[src/rtl/lu_compare_driver.sv]
// Request-buffered initiator for a combinational compare unit: queues (a, b, sel) requests,
// drives the unit, samples its result and returns it in order. Optional: LU_DRV_SELFCHECK_EN.
module lu_compare_driver #(
  parameter int unsigned WIDTH      = 6,
  parameter int unsigned FIFO_DEPTH = 4,
  parameter int unsigned SETTLE     = 1,
  parameter int unsigned CNTW       = 8
) (
  input  logic             clk,
  input  logic             reset,
  input  logic             req_valid,
  output logic             req_ready,
  input  logic [WIDTH-1:0] req_a,
  input  logic [WIDTH-1:0] req_b,
  input  logic             req_sel,
  output logic [WIDTH-1:0] cmp_a,
  output logic [WIDTH-1:0] cmp_b,
  output logic             cmp_sel,
  input  logic             cmp_result,
  output logic             rsp_valid,
  input  logic             rsp_ready,
  output logic             rsp_result,
  output logic             rsp_sel,
  output logic             busy,
  output logic [CNTW-1:0]  total_cnt,
  output logic [CNTW-1:0]  hit_cnt,
  output logic             err_flag
);

  localparam int unsigned PW = $clog2(FIFO_DEPTH);
  localparam int unsigned CW = $clog2(FIFO_DEPTH + 1);
  localparam int unsigned SW = (SETTLE > 1) ? $clog2(SETTLE) : 1;

  typedef struct packed {
    logic [WIDTH-1:0] a;
    logic [WIDTH-1:0] b;
    logic             sel;
  } req_t;

  typedef enum logic [1:0] {IDLE, DRIVE, SAMPLE, RESP} state_t;

  state_t         state, state_next;
  req_t           mem [FIFO_DEPTH];
  logic [PW-1:0]  wr_ptr, rd_ptr;
  logic [CW-1:0]  count, count_next;
  logic [SW-1:0]  settle_cnt, settle_next;
  logic           push, pop, sample;

  assign push = req_valid && req_ready;

  // Next-state and control decode
  always_comb begin
    state_next  = state;
    settle_next = settle_cnt;
    pop         = 1'b0;
    sample      = 1'b0;
    case (state)
      IDLE: begin
        if (count != '0) begin
          pop         = 1'b1;
          settle_next = '0;
          state_next  = DRIVE;
        end
      end
      DRIVE: begin
        if (settle_cnt == SW'(SETTLE - 1)) state_next = SAMPLE;
        else                               settle_next = settle_cnt + SW'(1);
      end
      SAMPLE: begin
        sample     = 1'b1;
        state_next = RESP;
      end
      RESP: begin
        if (rsp_ready) state_next = IDLE;
      end
      default: state_next = IDLE;
    endcase
  end

  always_comb begin
    count_next = count;
    if (push && !pop)      count_next = count + CW'(1);
    else if (!push && pop) count_next = count - CW'(1);
  end

  always_ff @(posedge clk or posedge reset) begin
    if (reset) begin
      state      <= IDLE;
      settle_cnt <= '0;
      wr_ptr     <= '0;
      rd_ptr     <= '0;
      count      <= '0;
      req_ready  <= 1'b1;
      busy       <= 1'b0;
      rsp_valid  <= 1'b0;
    end else begin
      state      <= state_next;
      settle_cnt <= settle_next;
      count      <= count_next;
      req_ready  <= (count_next != CW'(FIFO_DEPTH));
      busy       <= (state_next != IDLE) || (count_next != '0);
      rsp_valid  <= (state_next == RESP);
      if (push) wr_ptr <= wr_ptr + PW'(1);
      if (pop)  rd_ptr <= rd_ptr + PW'(1);
    end
  end

  // Payload storage needs no reset; occupancy is tracked by count
  always_ff @(posedge clk) begin
    if (push) mem[wr_ptr] <= '{a: req_a, b: req_b, sel: req_sel};
  end

  // Operand registers double as the unit's bus; they hold between transactions
  always_ff @(posedge clk or posedge reset) begin
    if (reset) begin
      cmp_a      <= '0;
      cmp_b      <= '0;
      cmp_sel    <= 1'b0;
      rsp_result <= 1'b0;
      rsp_sel    <= 1'b0;
      total_cnt  <= '0;
      hit_cnt    <= '0;
    end else begin
      if (pop) begin
        cmp_a   <= mem[rd_ptr].a;
        cmp_b   <= mem[rd_ptr].b;
        cmp_sel <= mem[rd_ptr].sel;
      end
      if (sample) begin
        rsp_result <= cmp_result;
        rsp_sel    <= cmp_sel;
        if (total_cnt != '1)              total_cnt <= total_cnt + CNTW'(1);
        if (cmp_result && hit_cnt != '1)  hit_cnt   <= hit_cnt + CNTW'(1);
      end
    end
  end

`ifdef LU_DRV_SELFCHECK_EN
  logic expected_c;
  assign expected_c = cmp_sel ? (cmp_a != cmp_b) : (cmp_a == cmp_b);

  // Sticky until reset
  always_ff @(posedge clk or posedge reset) begin
    if (reset)                                err_flag <= 1'b0;
    else if (sample && cmp_result != expected_c) err_flag <= 1'b1;
  end
`else
  assign err_flag = 1'b0;
`endif

endmodule

[config.mk]
export PLATFORM = sky130hd
export DESIGN_NAME = lu_compare_driver
export DESIGN_NICKNAME = d
export VERILOG_FILES = /design/src/rtl/lu_compare_driver.sv
export SDC_FILE = /design/constraint.sdc
export NUM_CORES = 1
export LEC_CHECK = 0
export CAP_MARGIN = 30
export CORE_UTILIZATION = 50
export DETAILED_ROUTE_END_ITERATION = 10
export PLACE_DENSITY = 0.74
export SLEW_MARGIN = 10
export SYNTH_ARGS = -nofsm -noshare
export SYNTH_HDL_FRONTEND = slang
export SYNTH_SLANG_ARGS = --single-unit
[constraint.sdc]
create_clock -name clk -period 2.23 [get_ports clk]
set_clock_uncertainty 0.05 [all_clocks]
set_input_delay 0.446 -clock clk [delete_from_list [all_inputs] [get_ports clk]]
set_output_delay 0.446 -clock clk [all_outputs]
set_load 0.005 [all_outputs]
======== After elaboration in Yosys (flattened, before gate mapping) ========
Memory sizes are Yosys's and may differ from the RTL's. A register that Yosys moved wholly into a read port is not among the register bits.
Index checks and enable logic that the tools add are counted.
operators by class
  add/subtract/negate cells ............... 7
  mux-type cells .......................... 14
  eq/ne operators ......................... 8
  reduce and logical (&&, ||, !) cells .... 15
operators with widths
  kind                                              count
  adder 8 x 1 -> 8 bit, second input constant       2
  inequality test 8 bit, second input constant      2
  one-hot mux 2 bit (4 select lines)                1
  2-to-1 mux 1 bit                                  7
  == test 2 bit, second input constant              3
  2-to-1 mux 2 bit                                  3
  2-to-1 mux 3 bit                                  2
  AND reduction 2 bit                               3
  nonzero test 3 bit                                2
  adder 2 x 1 -> 2 bit, second input constant       2
  logical AND 1 bit                                 4
  nonzero test 2 bit                                2
  adder 3 x 1 -> 3 bit, second input constant       1
  inequality test 3 bit, second input constant      1
  subtractor 3 x 1 -> 3 bit, second input constant  1
  == test 2 x 1 -> 1 bit, second input constant     1
  logical NOT 1 bit                                 2
  logical NOT 2 bit                                 1
  inequality test 2 bit, second input constant      1
  one-hot mux 1 bit (2 select lines)                1
  adder 1 bit, second input constant                1
  logical OR 1 bit                                  1
storage, ports and cells
  bits in writable memories ............... 52
  memories kept ........................... 1
  output and inout bits ................... 35
  word-level logic and storage cells ...... 57
  input bits .............................. 18
  bits in registers ....................... 31
memory list
  memory  depth  width  read ports  clocked after Yosys merged registers in  write ports  RTL line  text
  mem     4      13     1           1                                        1            43        req_t mem [FIFO_DEPTH];

======== Longest topological paths before layout ========
  word-level depth ........................ 8
  depth in mapped cells ................... 8
  depth with buffers taken out ............ 6

======== Worst setup path after synthesis ========
OpenSTA, ideal clock, no wires.
  kind .................................... register -> register
  start point ............................. register count[0]
  end point ............................... register busy
  arrival time ............................ 1620 ps
  slack ................................... 442 ps
  clock period less this slack ............ 1788 ps
  cell stages (with the launch flop) ...... 6
  library setup time ...................... 118 ps
  buffers on the path ..................... 0
  cells stage by stage .................... dfrtp_1 inv_1 ha_1 or3_1 a211o_1 a21o_1
between the ends
  longest elaborated chain between the ends .. 8
  elaborated cells between the ends (all ways) .. 15
  those cells by class .................... add/sub (2); mux (6); reduce/logical (7)
RTL lines
  what                                                    RTL line  text
  start: declaration                                      45        logic [CW-1:0] count, count_next;
  start signal: assignment                                99        count <= count_next;
  nonzero test 3 bit                                      59        if (count != '0) begin
  2-to-1 mux 1 bit                                        59
  2-to-1 mux 1 bit                                        57        case (state)
  logical AND 1 bit or logical NOT 1 bit (tied branches)  83, 82
  2-to-1 mux 3 bit or logical AND 1 bit (tied branches)   83, 82
  2-to-1 mux 3 bit                                        82        if (push && !pop) count_next = count + CW'(1);
  nonzero test 3 bit                                      101       busy <= (state_next != IDLE) || (count_next != '0);
  logical OR 1 bit (*)                                    101
  end signal: assignment                                  101
  end: declaration                                        24        output logic busy,
Every way passes the cells marked *; elsewhere a longest branch is shown, timed or not.
A chain may end at the register's enable or synchronous reset.

======== Final worst setup path ========
  start point ............................. register req_ready
  end point ............................... output port req_ready
RTL lines
  what                      RTL line  text
  start: declaration        12        output logic req_ready,
  start signal: assignment  100       req_ready <= (count_next != CW'(FIFO_DEPTH));
No word-level cell between the ends.

==> impl_metrics.yaml <==
routing:
  avgViaCountPerCell: 5.23
  antenna_violating_nets_post_route: 0
  wl_um: 6440
  drt_iter0_markers: 89
  route.detailed.drc: 0
  post_drt_wl_per_cell_um: 15.2
  vias: 2217
  detailedRoute.firstPassIterationCount: 4
sta:
  period_minus_slack_ps: 1970
  rsz_0062_raised_after_global_routing: "no"
  finalSetupTns_ps: 0
  setup_viol: 0
  finalCritPeriodShare_pct: 88.3
  drv_slew: 0
  timing.fmax_ghz: 0.508
  timing_hold_violations_final: 0
  relSlewSlack_pct: 58.7
  worst_slew_pin_tran_ps: 619
yosys:
  post_synth_edffs: 52
  synth-main-ff-cell: "edfxtp_1"
  yosys_warnings: 0
  synth.lib_cells_used.distinct: 44
  synth-async-reset-ratio_pct: 45.3
  synth_area_um2: 3870
  ys_seq_area_share_pct: 68.2
  postSynthRegisterBits: 95
  synthesis.nets: 285
  synthesis.area_per_instance_um2: 15.0
  synth_cells: 258
flow_run:
  cap_viol_max_count: 0
clock_tree:
  clkSinkCount: 95
  postCtsResizedCells: 0
  numCtsBuffers: 9
  cts_tree: "built"
  worst_setup_hold_path_clk_slew_ps: 90
  cell_chosen_for_the_clock_root: "clkbuf_8"
  clk-insertion-delay-late_ps: 350
  post_cts.repair.setup_buffers: 0
  cts_htree_levels: 3
  cts-root-to-sink-buffers: 2
  cts_hold_buffers: 0
place:
  postPlaceCellArea_um2: 4530
  globalplace.congestion: 0.825
  dp.final_hpwl_um: 4320
  numPlacedInstances: 408
  port_buffers: 51
power_and_ir_drop:
  netSwitchingPower_w: 0.00177
  intPower_w: 0.00420
  clkPwrFrac_pct: 21.9
  design_power_total_w: 0.00597
  cellPowerDensity_nw_per_um2: 1250
  comb_power_share_pct: 32.2
  seq_power_share_pct: 45.9
  vdd_ir_drop_max_mv: 0.509
  p_leak_nw: 1.87
  swShare_pct: 29.6
worst_setup_path:
  worstSetupEndpointType: "output port"
  worst_r2r_startpoint: "count[0]"
  worstPathBufferInverterCount: 1
  cp-start-kind: "flop"
  crit_fanout: 8
  slowest_stage: "dfstp_2"
  path_delay_family: "flip-flops"
  worstRegToRegCells: 5
  r2r_setup_slk_ps: 290
  timing_worst_setup_path_type: "reg2out"
  crit_chain: "clkdlybuf4s50_1"
  crit_arrival_ps: 1470
  endpoint_of_the_lowest_slack_register_to_register_path: "busy"
  cp_peak_stage_delay_ps: 610
  timing.critical_path.required_ps: 1730
finish:
  antenna-diode-count: 0
  finish.utilization_pct: 64.7
  layout-drive-gt1-share_pct: 14.2
  syn_to_final_growth_pct: 23.2
  post-route-cell-area_um2: 4770
  fin_cells: 424
  design.final.nets: 347
floorplanning:
  initial_standard_cell_utilization_of_the_core_pct: 52.5
  die_h_um: 90.0
  die-area_um2: 8090
  fp.coreArea_um2: 7370
  floorplan.io_pins: 53
  floorplan.die.width_um: 90.0
  floorplan.rows: 31
min_path:
  worstHoldPathType: "in2async"
global_route:
  global_route_wire_length_before_repair_um: 10900
  grt-ovfl-total: 0
  grt_antenna_before_repair: 0
  grt_pass1_vias: 2208
  grt_max_degree: 44
  global_route.usage.total_pct: 17.6
run_status:
  outcome: "complete, no violations"
how the worst max path moves through the flow:
stage,start,endpoint,cells past startpoint
after CTS,req_ready,req_ready,1
after floorplan,count[0],busy,5
after global routing,count[0],busy,5
after detailed placement,req_valid,busy,5
after global placement,req_valid,busy,5
final,req_ready,req_ready,1
cell usage after synthesis (2+ instances only):
cell	n	area [µm²]
mux2_2	4	45.0
or3_1	2	12.5
xnor2_1	12	105
edfxtp_1	52	1560
buf_4	2	15.0
o211ai_1	2	15.0
and4_1	2	17.5
o21ai_0	3	15.0
nand4_1	6	37.5
and3_1	10	62.6
buf_2	3	15.0
and2_1	3	18.8
nand3_1	9	45.0
xor2_1	2	17.5
nor2_1	4	15.0
nand2_1	47	176
dfrtp_1	42	1050
mux4_2	13	293
ha_1	9	113
a21oi_1	2	10.0
inv_1	6	22.5
stage by stage:
stage	hold WS [ps]	worst slack, ps
after global routing	392	197
after floorplan	420	442
final	383	260
after CTS	386	251
after detailed placement	413	113
after global placement	407	169
layout by cell type (no fill, tap or decap), types with 2 or more instances in the layout:
master and instances:
a21oi_1 2, and2_1 3, and3_1 10, and4_1 2
buf_4 6, bufinv_16 3, clkbuf_8 9, clkdlybuf4s50_1 51
clkinv_2 2, dfrtp_1 42, edfxtp_1 52, ha_1 9
inv_1 5, mux2_2 4, mux4_2 13, nand2_1 47
nand3_1 9, nand4_1 6, nor2_1 4, o211ai_1 2
o21ai_0 3, or3_1 2, xnor2_1 12, xor2_1 2
metal layers:
metal	up-vias	routed length [µm]	global-route usage [%]	part of all wire, %
met5	-	0	0	0
met4	0	112	7.66	1.7
met3	11	217	3.05	3.4
met2	52	3130	28.5	49
met1	1088	2980	23.7	46
li1	1066	-	-	-
sequential cells by signal (all words and copies together), names as in the netlist, 2 cells and up:
register and flops:
hit_cnt 8, mem 52, state 2, count 3
total_cnt 8, wr_ptr 2, cmp_a 6, cmp_b 6
rd_ptr 2
cell families (layout without fill, tap and decap cells):
family	Yosys count	in the layout	share of synthesized area, %
mux	19	19	9.28
fa+ha+maj	9	9	2.91
xor+xnor	14	14	3.17
flops	95	95	68.2
simple gates	92	92	11.6
other cells	1	1	0.0970
compound gates	15	15	3.11
buf+inv	13	80	1.55
power by group through the flow:
stage | Sequential (W) | Combinational, W | Clock (W)
floorplan | 0.00269 | 0.00119 | 0
global placement | 0.00276 | 0.00192 | 0
detailed placement | 0.00279 | 0.00195 | 0
CTS | 0.00275 | 0.00195 | 0.00134
global route | 0.00282 | 0.00215 | 0.00141
finish | 0.00274 | 0.00192 | 0.00131
area by class of cell:
type | instances | area [µm²]
clock buffer | 10 | 128
clock inverter | 6 | 109
fill | 543 | 2600
inverter | 6 | 22.5
multi-input combinational | 150 | 1170
sequential | 95 | 2640
tap | 99 | 124
timing repair buffer | 58 | 576
(Power assumes the default switching activity.)
